==> config.mk <==
export PLATFORM = sky130hd
export DESIGN_NAME = led_share_ctrl
export DESIGN_NICKNAME = d
export VERILOG_FILES = /design/src/rtl/led_share_pkg.sv /design/src/rtl/led_tick_gen.sv /design/src/rtl/led_share_ctrl.sv
export SDC_FILE = /design/constraint.sdc
export NUM_CORES = 1
export LEC_CHECK = 0
export CAP_MARGIN = 5
export CELL_PAD_IN_SITES_DETAIL_PLACEMENT = 1
export CELL_PAD_IN_SITES_GLOBAL_PLACEMENT = 1
export CORE_MARGIN = 4
export CORE_UTILIZATION = 33
export CTS_BUF_LIST = sky130_fd_sc_hd__clkbuf_4 sky130_fd_sc_hd__clkbuf_8
export DETAILED_ROUTE_END_ITERATION = 7
export GPL_ROUTABILITY_DRIVEN = 0
export MAX_ROUTING_LAYER = met4
export PLACE_DENSITY = 0.62
export SKIP_LAST_GASP = 1
export SYNTH_ARGS = -nofsm -noshare
export SYNTH_HDL_FRONTEND = slang
export SYNTH_SLANG_ARGS = --single-unit
==> constraint.sdc <==
create_clock -name clk -period 5.05 [get_ports clk]
set_clock_uncertainty 0.2 [all_clocks]
set_input_delay 0.505 -clock clk [delete_from_list [all_inputs] [get_ports clk]]
set_output_delay 0.505 -clock clk [all_outputs]
set_load 0.005 [all_outputs]
==> src/rtl/led_share_pkg.sv <==
// Shared constants for the LED sharing controller: pattern modes and FSM states.
package led_share_pkg;

    localparam logic [1:0] MODE_STATIC = 2'd0;
    localparam logic [1:0] MODE_BLINK  = 2'd1;
    localparam logic [1:0] MODE_CHASE  = 2'd2;
    localparam logic [1:0] MODE_OFF    = 2'd3;

    typedef enum logic {
        ST_IDLE  = 1'b0,
        ST_OWNED = 1'b1
    } state_e;

endpackage

==> src/rtl/led_tick_gen.sv <==
// Free-running prescaler producing a one-cycle tick at TICK_HZ.
module led_tick_gen #(
    parameter int CLK_HZ  = 50000000,
    parameter int TICK_HZ = 8
) (
    input  logic clk_i,
    input  logic rst_i,
    output logic tick_o
);

    localparam int TICK_DIV = CLK_HZ / TICK_HZ;
    localparam int CNT_W    = (TICK_DIV > 2) ? $clog2(TICK_DIV) : 1;
    localparam logic [CNT_W-1:0] CNT_LAST = CNT_W'(TICK_DIV - 1);

    logic [CNT_W-1:0] cnt_q;
    logic [CNT_W-1:0] cnt_d;

    // Count 0..TICK_DIV-1 and wrap; never influenced by arbitration.
    always_comb begin
        cnt_d = (cnt_q == CNT_LAST) ? '0 : cnt_q + CNT_W'(1);
    end

    // Counter register, cleared by synchronous reset.
    always_ff @(posedge clk_i) begin
        if (rst_i) begin
            cnt_q <= '0;
        end else begin
            cnt_q <= cnt_d;
        end
    end

    assign tick_o = (cnt_q == CNT_LAST);

endmodule

==> src/rtl/led_share_ctrl.sv <==
// Arbitrates the active-low LED bank between prioritised status sources,
// running a pattern engine for the owner and a fill-chase heartbeat when idle.
module led_share_ctrl
    import led_share_pkg::*;
#(
    parameter int CLK_HZ    = 50000000,
    parameter int TICK_HZ   = 8,
    parameter int NUM_REQ   = 3,
    parameter int LED_W     = 6,
    parameter int MIN_DWELL = 4
) (
    input  logic                     clk,
    input  logic                     rst,
    input  logic [NUM_REQ-1:0]       req,
    input  logic [2*NUM_REQ-1:0]     req_mode,
    input  logic [LED_W*NUM_REQ-1:0] req_data,
    output logic [NUM_REQ-1:0]       grant,
    output logic                     tick,
    output logic [LED_W-1:0]         led
);

    localparam int IDX_W = (NUM_REQ > 1) ? $clog2(NUM_REQ) : 1;
    localparam int DW_W  = $clog2(MIN_DWELL + 1);
    localparam logic [DW_W-1:0] DWELL_MAX = DW_W'(MIN_DWELL);

    state_e             state_q, state_d;
    logic [NUM_REQ-1:0] grant_q, grant_d;
    logic [DW_W-1:0]    dwell_q, dwell_d;
    logic               phase_q, phase_d;
    logic [1:0]         mode_q, mode_d;
    logic [LED_W-1:0]   data_q, data_d;
    logic [LED_W-1:0]   chase_q, chase_d;
    logic [LED_W-1:0]   idle_q, idle_d;
    logic [LED_W-1:0]   led_q, led_d;

    logic [IDX_W-1:0]   winIdx;
    logic               anyReq;
    logic               ownerReq;
    logic               higherReq;
    logic               dwellFull;
    logic               grantNew;
    logic [LED_W-1:0]   pat;

    led_tick_gen #(
        .CLK_HZ (CLK_HZ),
        .TICK_HZ(TICK_HZ)
    ) u_tick (
        .clk_i (clk),
        .rst_i (rst),
        .tick_o(tick)
    );

    // Lowest-index active request wins; scanning downward leaves the lowest set bit.
    always_comb begin
        winIdx = '0;
        for (int i = NUM_REQ - 1; i >= 0; i--) begin
            if (req[i]) begin
                winIdx = IDX_W'(i);
            end
        end
    end

    assign anyReq    = |req;
    assign ownerReq  = |(req & grant_q);
    assign higherReq = |(req & (grant_q - NUM_REQ'(1)));
    assign dwellFull = (dwell_q == DWELL_MAX);

    // Pattern shown while owned, derived from the latched mode and data.
    always_comb begin
        case (mode_q)
            MODE_STATIC: pat = data_q;
            MODE_BLINK:  pat = phase_q ? '0 : data_q;
            MODE_CHASE:  pat = chase_q;
            default:     pat = '0;
        endcase
    end

    // Next-state logic: release beats preemption, and a new grant overrides any tick work.
    always_comb begin
        state_d  = state_q;
        grant_d  = grant_q;
        dwell_d  = dwell_q;
        phase_d  = phase_q;
        mode_d   = mode_q;
        data_d   = data_q;
        chase_d  = chase_q;
        idle_d   = idle_q;
        grantNew = 1'b0;
        led_d    = ~((state_q == ST_OWNED) ? pat : idle_q);

        case (state_q)
            ST_IDLE: begin
                if (tick) begin
                    idle_d = idle_q[LED_W-1] ? LED_W'(1) : {idle_q[LED_W-2:0], 1'b1};
                end
                if (anyReq) begin
                    grantNew = 1'b1;
                end
            end
            default: begin
                if (!ownerReq && dwellFull) begin
                    state_d = ST_IDLE;
                    grant_d = '0;
                end else if (higherReq && dwellFull) begin
                    grantNew = 1'b1;
                end else if (tick) begin
                    if (!dwellFull) begin
                        dwell_d = dwell_q + DW_W'(1);
                    end
                    phase_d = ~phase_q;
                    if (mode_q == MODE_CHASE) begin
                        chase_d = {chase_q[LED_W-2:0], chase_q[LED_W-1]};
                    end
                end
            end
        endcase

        if (grantNew) begin
            state_d = ST_OWNED;
            grant_d = NUM_REQ'(1) << winIdx;
            dwell_d = '0;
            phase_d = 1'b0;
            mode_d  = req_mode[2*winIdx +: 2];
            data_d  = req_data[LED_W*winIdx +: LED_W];
            chase_d = req_data[LED_W*winIdx +: LED_W];
        end
    end

    // State and registered outputs; reset blanks the LEDs and drops any grant.
    always_ff @(posedge clk) begin
        if (rst) begin
            state_q <= ST_IDLE;
            grant_q <= '0;
            dwell_q <= '0;
            phase_q <= 1'b0;
            mode_q  <= MODE_STATIC;
            data_q  <= '0;
            chase_q <= '0;
            idle_q  <= '0;
            led_q   <= '1;
        end else begin
            state_q <= state_d;
            grant_q <= grant_d;
            dwell_q <= dwell_d;
            phase_q <= phase_d;
            mode_q  <= mode_d;
            data_q  <= data_d;
            chase_q <= chase_d;
            idle_q  <= idle_d;
            led_q   <= led_d;
        end
    end

    assign grant = grant_q;
    assign led   = led_q;

endmodule

# Word level (Yosys, flattened, before mapping)
# Cells that the tools add are included.
totals:
  input_bits: 29
  latch_bits: 0
  elab_cells: 72
  ff_bits: 57
  ram_bits: 0
  mem_count: 0
  out_inout_bits: 10
  romBits: 0
classes:
  muxes: 23
  n_reduce_logical: 18
  shifts: 3
  add_sub_neg: 3
  order_cmp: 0
  n_mul: 1
  bitwise: 8
  eq_ne: 6
  div_mod_pow: 0
op_table:
  columns: ["op", "n"]
  rows:
  - ["6-bit 2-to-1 mux", 9]
  - ["23-bit by 1-bit adder with 23-bit output (second input constant)", 1]
  - ["23-bit equality test (second input constant)", 1]
  - ["6-bit one-hot mux with 3 select lines", 1]
  - ["18-bit by 6-bit indexed part select with 6-bit output", 1]
  - ["5-bit AND reduction", 2]
  - ["3-bit 2-to-1 mux", 3]
  - ["3-bit OR reduction", 3]
  - ["2-bit nonzero test", 4]
  - ["1-bit 2-to-1 mux", 7]
  - ["3-bit AND", 2]
  - ["2-bit 2-to-1 mux", 3]
  - ["6-bit NOT", 1]
  - ["6-bit by 4-bit indexed part select with 2-bit output", 1]
  - ["1-bit NOT", 5]
  - ["2-bit by 2-bit multiplier with 4-bit output (first input constant)", 1]
  - ["2-bit inequality test (second input constant)", 2]
  - ["2-bit AND reduction", 2]
  - ["4-bit AND reduction", 1]
  - ["2-bit OR reduction", 2]
  - ["3-bit by 1-bit adder with 3-bit output (second input constant)", 1]
  - ["3-bit equality test (second input constant)", 1]
  - ["1-bit by 2-bit << shifter with 3-bit output (first input constant)", 1]
  - ["3-bit by 1-bit subtractor with 3-bit output (second input constant)", 1]
  - ["5 further kinds", 6]

# Depth between registers and ports, before layout
depth:
  word_depth: 9
  ltp_mapped: 9
  ltp_nobuf: 7

# Cells and area by module
# From an unflattened synthesis, not the netlist that was laid out.
unflattened:
  cells_unflattened: 324
  area_unflattened_um2: 3001.6
by_module_without_submodules:
  columns: ["module", "seq_area_each_um2", "instances", "cells_per_inst", "area_per_inst_um2"]
  rows:
  - ["led_share_ctrl", 680.7, 1, 206, 1848.0]
  - ["led_tick_gen", 460.4, 1, 118, 1153.6]

# Least setup slack after synthesis
# OpenSTA, ideal clock, no wires.
synth_path:
  path_type: "register to register"
  startpoint: "register grant_q[0], in the netlist grant[0]"
  endpoint: "register grant_q[2], in the netlist grant[2]"
  required_ns: 4.722
  path_buffers: 2
  arrival_ns: 1.831
  period_less_slack_ns: 2.158
  setup_ns: 0.128
  path_stages_with_launch: 10
  setup_slack_ns: 2.892
  cell_sequence: "dfxtp_1 > inv_1 > ha_1 > inv_1 > a222oi_1 > o31ai_2 > buf_6 > buf_8 > a32oi_1 > nor2_1"
synth_between:
  elab_chain_cells: 9
  elab_cells_between_ends: 15
  cone_classes: "add/sub (1); mux (4); bitwise (2); reduce/logical (8)"
synth_rtl:
  columns: ["element", "line", "source"]
  rows:
  - ["start, declared", "led_share_ctrl.sv:27", "logic [NUM_REQ-1:0] grant_q, grant_d;"]
  - ["start signal, assigned", "led_share_ctrl.sv:143", "grant_q <= grant_d;"]
  - ["3-bit by 1-bit subtractor with 3-bit output", "led_share_ctrl.sv:65", "assign higherReq = |(req & (grant_q - NUM_REQ'(1)));"]
  - ["3-bit AND", "led_share_ctrl.sv:65", null]
  - ["3-bit OR reduction", "led_share_ctrl.sv:65", null]
  - ["1-bit logical AND", "led_share_ctrl.sv:104", "end else if (higherReq && dwellFull) begin"]
  - ["1-bit 2-to-1 mux", "led_share_ctrl.sv:104", null]
  - ["1-bit 2-to-1 mux", "led_share_ctrl.sv:101", "if (!ownerReq && dwellFull) begin"]
  - ["1-bit 2-to-1 mux", "led_share_ctrl.sv:91", "case (state_q)"]
  - ["2-bit nonzero test (no source line)", null, null]
  - ["2-bit AND reduction (no source line)", null, null]
# Several ways; a longest one is shown, not always the timed one.
# A chain may end at the register's enable or synchronous reset.

# Worst setup path after layout
layout_path:
  startpoint: "input port req[0]"
  endpoint: "register grant_q[0], in the netlist grant[0]"
layout_between:
  elab_chain_cells: 8
  elab_cells_between_ends: 18
  cone_classes: "shift (1); mux (6); bitwise (2); reduce/logical (9)"
layout_rtl:
  columns: ["element", "line", "source"]
  rows:
  - ["start, declared", "led_share_ctrl.sv:14", "input logic [NUM_REQ-1:0] req,"]
  - ["3-bit AND (on tied branches)", "led_share_ctrl.sv:65, led_share_ctrl.sv:64", null]
  - ["3-bit OR reduction (on tied branches)", "led_share_ctrl.sv:65, led_share_ctrl.sv:64", null]
  - ["1-bit logical AND / 1-bit logical NOT (equally long branches)", "led_share_ctrl.sv:104, led_share_ctrl.sv:101", null]
  - ["1-bit 2-to-1 mux / 1-bit logical AND (equally long branches)", "led_share_ctrl.sv:104, led_share_ctrl.sv:101", null]
  - ["1-bit 2-to-1 mux", "led_share_ctrl.sv:101", null]
  - ["1-bit 2-to-1 mux", "led_share_ctrl.sv:91", null]
  - ["2-bit nonzero test (no source line)", null, null]
  - ["2-bit AND reduction (no source line)", null, null]
# Several ways; a longest one is shown, not always the timed one.

==> impl_results.md <==
* Maximum buffer depth of the clock tree at 2
* Fin crit period at around 3.1 ns
* Slew @ Worst Pin at 1.08 ns
* Die Area at approximately 0.010 mm²
* CTS H-tree lvls at 3
* Hold Startpoint: u_tick.cnt_q[0]
* Lkg Pwr at about 1.2 nW
* Startpoint Class: primary input
* Post-route ant nets at 0
* Peak VDD IR at 0.000170 V
* Top-level port count at 39
* Relative max-transition margin at between 20% and 30%
* Max Freq at between 0.3 and 0.4 GHz
* Cell count after synthesis at approximately 330
* Initial DRC count at 80
* Tcrit/Tclk final at between 60% and 70%
* CTS Sinks at 57
* Register-to-Register Setup Slack at about 2.3 ns
* Diode count at 0
* Clock transition at the registers of the reported paths at around 0.060 ns
* Clock Tree Root: clkbuf_8
* # rows at 34
* Initial antenna violation count at 0
* Post-CTS setup buffer count at 0
* Synth cell types at 53
* Via density at ~5.2
* Area after DPL at 0.00333 mm²
* CTS Hold Bufs at 0
* Setup crit end kind: flop
* Seq/Total Area, Yosys at 38.9%
* DR DRC count at 0
* Via count at around 2500
* Initial core utilization at around a third
* Cts bufs inserted at 9
* CP Class: primary input to flop
* DP Wirelength at roughly 5200 µm
* RSZ-0062 raised after global routing: no
* Seq pwr share at 47.9%
* Register area at around 0.0011 mm²
* GR Overflow Total at 0
* FF+latch count, synth at 57
* Number of global-route vias before repair at between 2000 and 3000
* Wire per inst at approximately 15 µm
* Switching power at about 0.26 mW
* Layout cells sized above 1 at 8.56%
* Hold Crit Endpoint: u_tick.cnt_q[0]
* Fin nets at between 300 and 400
* Path depth of the worst reg2reg path at 5
* CTS tree: yes
* Chip height at roughly 100 µm
* Outcome: finished, final reports clean
* Total Neg Setup Slack at 0 ns
* Final hold vios at 0
* Final setup viols at 0
* Syn avg cell area at around 9 µm²
* Synth-to-layout area growth at 19.8%
* Pwr/cell area at ~290 mW/mm²
* Crit path DAT at between 3 and 4 ns
* Number of fillers in the final layout at roughly 1000
* Global-route wire length before repair at roughly 12000 µm
* Gr usage total at between 10% and 20%
* Max_cap viols at 0
* Max-slew violations at 0
* Worst Hold Class: flop to flop
* Final instance area at roughly 0.0035 mm²
* Number of port buffers at 38
* Pre-antenna DRT Iters at 4
* Drt total wl at ~7000 µm
* Final setup margin at roughly 1.9 ns
* R2r endpoint: grant[0]
* Mapped Nets at roughly 360
* Clock power share at between 30% and 40%
* Worst Hold Path Cells at 1
* Core region area at between 0.008 and 0.009 mm²
* Area of the multi-input gates at 0.00162 mm²
* Die X at approximately 100 µm
* Comb pwr share at a little over an eighth
* CP Max Fanout at 19
* Clk Latency, worst-skew pair at around 0.33 ns
* Internal Power at ~0.76 mW
* Final Util at 40.5%
* Critical path origin: req[0]
* Worst r2r src: state_q
* Cell area after synthesis at a little under 0.003 mm²
* CP required at about 5.1 ns
* Switching Share at about a quarter
* Largest net degree at the start of global routing at 24
* Post-CTS sizing at 0
* Ys Warns at 0
* Worst slack, placed at between 1.5 and 2 ns
==> placed cells by master (no fill, tap or decap), types with 8 or more instances in the layout <==
cell             netlist  routed
dfxtp_1               57      57
nand2_1               18      18
nor2_1                48      48
a21oi_1               16      16
clkbuf_8               0      12
o21ai_0                8       8
clkdlybuf4s50_1        0      38
inv_1                 14      14
a22oi_1                8       8
mux2i_1               13      13
xnor2_1               16      16
nor2b_1               10      10
==> cell usage after synthesis (all sizes together) <==
cell	n	share of area, %
dfxtp	57	39
nor2	48	6.1
a21oi	18	3.3
nand2	18	2.3
xnor2	16	4.8
inv	14	1.8
buf	13	3.6
mux2i	13	4.4
nor2b	10	2.1
a22oi	8	2.0
o21ai	8	1.4
nand2b	7	1.5
xor2	7	2.1
clkbuf	6	0.77
mux2	6	2.4
nand3	6	1.0
o211ai	6	1.5
o2bb2ai	6	1.8
a221o	5	1.7
nand3b	5	1.3
nor3	5	1.2
nor3b	5	1.3
nor4	5	1.8
ha	4	1.7
nor4b	4	1.2
a211oi	3	1.1
a221oi	3	1.1
and3	3	0.64
nand4	3	0.64
o31ai	3	0.94
or2	2	0.43
or3	2	0.43
a211o	1	0.30
a222oi	1	0.34
a311o	1	0.34
a32oi	1	0.30
a41o	1	0.34
and4	1	0.30
clkinv	1	0.13
o311ai	1	0.30
or4	1	0.26
==> layer usage <==
layer	vias to the layer above	wire [µm]	GRT usage [%]
li1	1224	-	-
met1	1201	3230	18.1
met2	27	3530	25.3
met3	5	208	3.69
met4	0	58	3.63
met5	-	0	-
==> power groups by stage <==
stage | clock, mW | combinational (mW) | sequential (mW)
2_1_floorplan | 0 | 0.0946 | 0.487
3_3_place_gp | 0 | 0.135 | 0.495
3_5_place_dp | 0 | 0.137 | 0.496
4_1_cts | 0.408 | 0.137 | 0.486
5_1_grt | 0.427 | 0.151 | 0.488
6_report | 0.392 | 0.135 | 0.485
==> registers in the layout (all words and copies together), names as in the netlist <==
name,count
grant,3
mode_q,2
chase_q,6
phase_q,1
led,6
data_q,6
dwell_q,3
u_tick.cnt_q,23
idle_q,6
state_q,1
==> logic make-up (layout without fill, tap and decap cells) <==
| kind of cell | after synthesis | in the layout | share of synthesized area, % |
|---|---|---|---|
| AOI/OAI and AO/OA | 66 | 66 | 16.8 |
| xor gates and xnor gates | 23 | 23 | 6.87 |
| adders and majority gates | 4 | 4 | 1.71 |
| buffers and inverters | 34 | 68 | 6.27 |
| DFF | 57 | 57 | 38.9 |
| muxes | 19 | 19 | 6.87 |
| and+or+nand+nor | 125 | 125 | 22.6 |
==> area by class of cell <==
type / instances / share of cell area (%)
clock buffers: 13 / 4.91
clock inverters: 2 / 0.356
inverters: 15 / 1.60
multi-input cells: 237 / 46.0
flip-flops and latches: 57 / 32.5
well taps: 108 / 3.84
repair buffers: 38 / 10.8
==> stage by stage <==
step | total power, mW | std cells | hold WS, ns
2_1_floorplan | 0.582 | 328 | 0.230
3_3_place_gp | 0.630 | 455 | 0.247
3_5_place_dp | 0.632 | 455 | 0.255
4_1_cts | 1.03 | 470 | 0.269
5_1_grt | 1.07 | 470 | 0.301
6_report | 1.01 | 470 | 0.261
==> worst max-delay path by stage <==
stage / endpoint / slack [ns] / cells past startpoint
detailed placement: grant[0] / 1.56 / 6
floorplan: grant[2] / 2.89 / 9
global route: grant[0] / 1.64 / 6
CTS: grant[0] / 1.92 / 6
global placement: grant[0] / 1.63 / 6
finish: grant[0] / 1.93 / 6
==> critical path, stage by stage <==
cell	delay [ns]
clkdlybuf4s50_1	0.79
a22oi_1	0.14
a41o_1	0.40
o31ai_4	0.90
o21ai_0	0.23
a21oi_1	0.19
Note: power is estimated with default switching activity, not from simulation.
==> RTL change 1, RTL diff (same flow settings) <==
`CLK_HZ` is set to 50000000 in 2 places; all go to 100000000.
--- a/src/rtl/led_tick_gen.sv
+++ b/src/rtl/led_tick_gen.sv
@@ -1,6 +1,6 @@
 // Free-running prescaler producing a one-cycle tick at TICK_HZ.
 module led_tick_gen #(
-    parameter int CLK_HZ  = 50000000,
+    parameter int CLK_HZ  = 100000000,
     parameter int TICK_HZ = 8
 ) (
     input  logic clk_i,
--- a/src/rtl/led_share_ctrl.sv
+++ b/src/rtl/led_share_ctrl.sv
@@ -3,7 +3,7 @@
 module led_share_ctrl
     import led_share_pkg::*;
 #(
-    parameter int CLK_HZ    = 50000000,
+    parameter int CLK_HZ    = 100000000,
     parameter int TICK_HZ   = 8,
     parameter int NUM_REQ   = 3,
     parameter int LED_W     = 6,
Formal check against the unedited RTL: same outputs for any inputs over 10 cycles, from zero or initial values and one cycle with rst high; that may be too few to reach the edited logic, so the function may still have changed.
==> RTL change 1 against the unedited design <==
  * Wire length grew 2.4%
  * Count of clock-buffer cells in the layout grew 1
  * Design area grew 1.9%
  * Critical path depth is the same
  * Final cell count grew 2.6%
  * Area after synthesis shrank 0.13%
  * Clock power grew 4%
  * Power grew 1.3%
  * Sequential cell count grew 1
  * Setup slack gained 86 ps
  * Sequential share of layout area shrank 0.053 points
  * Largest cell class unchanged
  * Largest power group unchanged
==> RTL change 1: results (changes against the unedited design) <==
Seq area share=0.324 (was 0.325); Final Cycle Share=0.601 (was 0.618); CP peak stage delay=930 ps (was 900 ps); seq_cells=58 (was 57); Non-clk bufs=40 (was 38); adder-cell share of the synthesized area=0.0171 (about the same); most instantiated cells after synthesis=dfxtp_1 (58), nor2_1 (49), nand2_1 (19) (was dfxtp_1 (57), nor2_1 (48), nand2_1 (18)); switching part of the total=0.253 (about the same); main area contributors after synthesis=dfxtp_1 (40%), nor2_1 (6.3%), xnor2_1 (5.4%) (was dfxtp_1 (39%), nor2_1 (6.1%), xnor2_1 (4.8%)); vias=2445 (was 2457); status=complete, no violations (unchanged); R2R Path Start=dwell_q[0]$_SDFFE_PP0P_ (was state_q$_SDFF_PP0_); global-route wire length before repair=12500 µm (was 12100 µm); Arr. time, crit path=3040 ps (was 3160 ps); Reg power frac=0.480 (was 0.479); clk tree area frac=0.0531 (was 0.0527); fill count=1033 (was 1047); Layout clock buffers=14 (was 13); max reg flops=24 (was 23); hold depth=1 (unchanged); mux cell area share after synthesis=0.0478 (was 0.0687); Least-Margin Pin Slew=1060 ps (was 1080 ps); comb pwr=0.128 mW (was 0.135 mW); compound-cell area share of the yosys netlist=0.165 (was 0.168); area of the multi-input gates=1650 µm² (was 1620 µm²); sequential fraction of the synthesis area=0.396 (was 0.389); CP delay by family, top=compound AO/OA/AOI/OAI gates (unchanged); share of layout cells above drive strength 1=0.0909 (was 0.0856); clock transition at the registers of the reported paths=70 ps; R2R setup slack=2300 ps (was 2250 ps); number of buffers created by CTS=9 (unchanged); XOR/XNOR share of the synthesized area=0.0717 (was 0.0687); GR met3 Demand/Resource=0.0430 (was 0.0369); GR met1 Demand/Resource=0.197 (was 0.181); Hold WS=265 ps (was 261 ps); DP Worst Slack=1660 ps (was 1560 ps); HPWL after DPL=5340 µm (was 5190 µm); synth unique cells=51 (was 53); drt total wl=7200 µm (was 7030 µm); total track usage=0.156 (was 0.150); Iteration-0 DRC Markers=87 (was 80); non-clock buffer share of cell area=0.110 (was 0.108); Worst IR Drop VDD=153 µV (was 170 µV)
[RTL change 1: metrics by stage]
| step | util | total power, mW | std cells | instance area [µm²] |
|---|---|---|---|---|
| 5_1_grt | 0.413 | 1.08 | 482 | 3580 |
| 4_1_cts | 0.413 | 1.04 | 482 | 3580 |
| 6_report | 0.413 | 1.03 | 482 | 3580 |
| 3_3_place_gp | 0.391 | 0.628 | 466 | 3390 |
| 2_1_floorplan | - | 0.575 | 335 | 2930 |
| 3_5_place_dp | 0.391 | 0.631 | 466 | 3390 |
[RTL change 1: logic make-up after synthesis]
kind of cell / after synthesis
mux: 14
xor+xnor: 24
buf+inv: 32
flops: 58
simple gates: 135
compound gates: 68
fa+ha+maj: 4
[RTL change 1: routing by layer]
metal | share of wire | routed length (µm) | vias to the layer above
li1 | - | - | 1249
met1 | 0.49 | 3510 | 1166
met2 | 0.48 | 3460 | 23
met3 | 0.025 | 181 | 7
met4 | 0.0065 | 47 | 0
met5 | 0 | 0 | -
==> RTL change 2, RTL diff (same settings) <==
Without the edit above. Add an input register stage for `req_mode`, without a reset; this delays it by one clock. The other inputs are not delayed to match.
--- a/src/rtl/led_share_ctrl.sv
+++ b/src/rtl/led_share_ctrl.sv
@@ -22,6 +22,12 @@
     localparam int IDX_W = (NUM_REQ > 1) ? $clog2(NUM_REQ) : 1;
     localparam int DW_W  = $clog2(MIN_DWELL + 1);
     localparam logic [DW_W-1:0] DWELL_MAX = DW_W'(MIN_DWELL);
+
+    logic [2*NUM_REQ-1:0] req_mode_q;
+
+    always_ff @(posedge clk) begin
+        req_mode_q <= req_mode;
+    end
 
     state_e             state_q, state_d;
     logic [NUM_REQ-1:0] grant_q, grant_d;
@@ -120,7 +126,7 @@
             grant_d = NUM_REQ'(1) << winIdx;
             dwell_d = '0;
             phase_d = 1'b0;
-            mode_d  = req_mode[2*winIdx +: 2];
+            mode_d  = req_mode_q[2*winIdx +: 2];
             data_d  = req_data[LED_W*winIdx +: LED_W];
             chase_d = req_data[LED_W*winIdx +: LED_W];
         end
Behaviour: not the same (Yosys sat finds a counterexample within 4 cycles, from zero or initial values and one cycle with rst high).
==> RTL change 2 against the unedited design <==
  * Wire length fell by 0.31%
  * Synthesized cell count fell by 2.4%
  * Combinational power fell by 12%
  * Core utilization rose by 1.9 points
  * Power rose by 9.2%
  * Setup slack improved by 160 ps
  * Highest routed layer unchanged
  * Critical path depth fell by 1
  * Design area rose by 0.60%
  * Sequential cell count rose by 6
  * Area after synthesis fell by 1.9%
==> RTL change 2: results (changes against the unedited design) <==
switching part of the total=0.251 (was 0.253); Least-Margin Pin Slew=1150 ps (was 1080 ps); Pleak=1.25 nW (was 1.21 nW); Synth Flop Type=dfxtp_1 (unchanged); syn avg cell area=9.00 µm² (was 8.95 µm²); main area contributors after synthesis=dfxtp_1 (44%), nor2_1 (5.7%), xor2_1 (4.9%) (was dfxtp_1 (39%), nor2_1 (6.1%), xnor2_1 (4.8%)); vias in the first global route=2458 (was 2515); Arr. time, crit path=2250 ps (was 3160 ps); nets=387 (was 391); fill count=991 (was 1047); R2R Path Start=dwell_q[0]$_SDFFE_PP0P_ (was state_q$_SDFF_PP0_); Worst IR Drop VDD=158 µV (was 170 µV); FF-to-FF End=data_q[1]$_SDFFE_PP0P_ (was grant[0]$_SDFFE_PP0P_); status=complete, no violations (unchanged); clock transition at the registers of the reported paths=70 ps; post-synth net total=353 (was 361); Hold WS=248 ps (was 261 ps); global-route wire length before repair=12100 µm (about the same); total track usage=0.154 (was 0.150); R2R setup slack=2530 ps (was 2250 ps); share of layout cells above drive strength 1=0.109 (was 0.0856); Iteration-0 DRC Markers=35 (was 80); cell count after placement=448 (was 455); Top reg by flops=u_tick.cnt_q (unchanged); most instantiated cells after synthesis=dfxtp_1 (63), nor2_1 (44), a21oi_1 (17) (was dfxtp_1 (57), nor2_1 (48), nand2_1 (18)); synth unique cells=50 (was 53); Async SR Flop Fraction=0 (unchanged); sequential fraction of the synthesis area=0.438 (was 0.389); reg2reg path depth=8 (was 5); Crit Path Max Fanout=5 (was 19); vias=2390 (was 2457); pin count of the biggest net entering global routing=30 (was 24); non-filler cells, final=464 (was 470)
-- RTL change 2: cell count changes in the layout (fill, tap and decap cells not counted), moves of 6 or more --
cell       before  now
xor2_1          7   16
o21ai_0         8    2
inv_1          14    7
xnor2_1        16    7
a31oi_1         0    6
mux2i_1        13    1
o2bb2ai_1       6    0
dfxtp_1        57   63
o21a_1          0   13
o211ai_1        6    0
or2_2           1    8
-- RTL change 2: cells by family (layout without fill, tap and decap cells) --
logic type	Yosys count	count (layout)	synth area share
AND/OR/NAND/NOR	128	128	0.240
buffers and inverters	23	62	0.0309
adder cells (fa/ha/maj)	4	4	0.0174
AO/OA/AOI/OAI	72	72	0.177
flip-flops	63	63	0.438
multiplexers	7	7	0.0269
XOR/XNOR	23	23	0.0700
-- RTL change 2: metrics by stage --
step / util / cell area, µm² / setup slack, ps
2_1_floorplan: - / 2880 / 2880
3_3_place_gp: 0.400 / 3340 / 1840
3_5_place_dp: 0.400 / 3340 / 1760
4_1_cts: 0.424 / 3540 / 2040
5_1_grt: 0.424 / 3540 / 1880
6_report: 0.424 / 3540 / 2090
-- RTL change 2: area by class of cell --
class / instances / share of cell area
Clock buffer: 11 / 0.0410
Clock inverter: 5 / 0.0159
Inverter: 7 / 0.00743
Multi-Input combinational cell: 234 / 0.432
Sequential cell: 63 / 0.357
Tap cell: 105 / 0.0371
Timing Repair Buffer: 39 / 0.110
-- RTL change 2: how the worst max path moves through the flow --
stage / start / endpoint
after floorplan: grant[0]$_SDFFE_PP0P_ / phase_q$_SDFFE_PP0P_
after global placement: req[1] / data_q[1]$_SDFFE_PP0P_
after detailed placement: req[1] / data_q[1]$_SDFFE_PP0P_
after CTS: u_tick.cnt_q[0]$_SDFF_PP0_ / tick
after global routing: req[1] / chase_q[1]$_SDFFE_PP0P_
final: u_tick.cnt_q[0]$_SDFF_PP0_ / tick
-- RTL change 2: layer usage --
layer,global-route usage,part of all wire,vias to the layer above
met1,0.197,0.49,1139
met3,0.0351,0.033,10
met2,0.238,0.46,37
met4,0.0521,0.015,0
met5,-,0,-
li1,-,-,1204
-- RTL change 2: power groups by stage --
stage,combinational [mW],sequential (mW),clock (mW)
3_3_place_gp,0.119,0.547,0
3_5_place_dp,0.121,0.547,0
4_1_cts,0.121,0.535,0.468
5_1_grt,0.135,0.538,0.491
2_1_floorplan,0.0732,0.540,0
6_report,0.119,0.535,0.452
-- RTL change 2: worst max-delay path, cell delays in order, from the launching register on --
cell and delay (ps):
dfxtp_1 350, ha_1 230, and3_1 290, nand3_1 120, nor3_2 350, clkdlybuf4s50_1 570
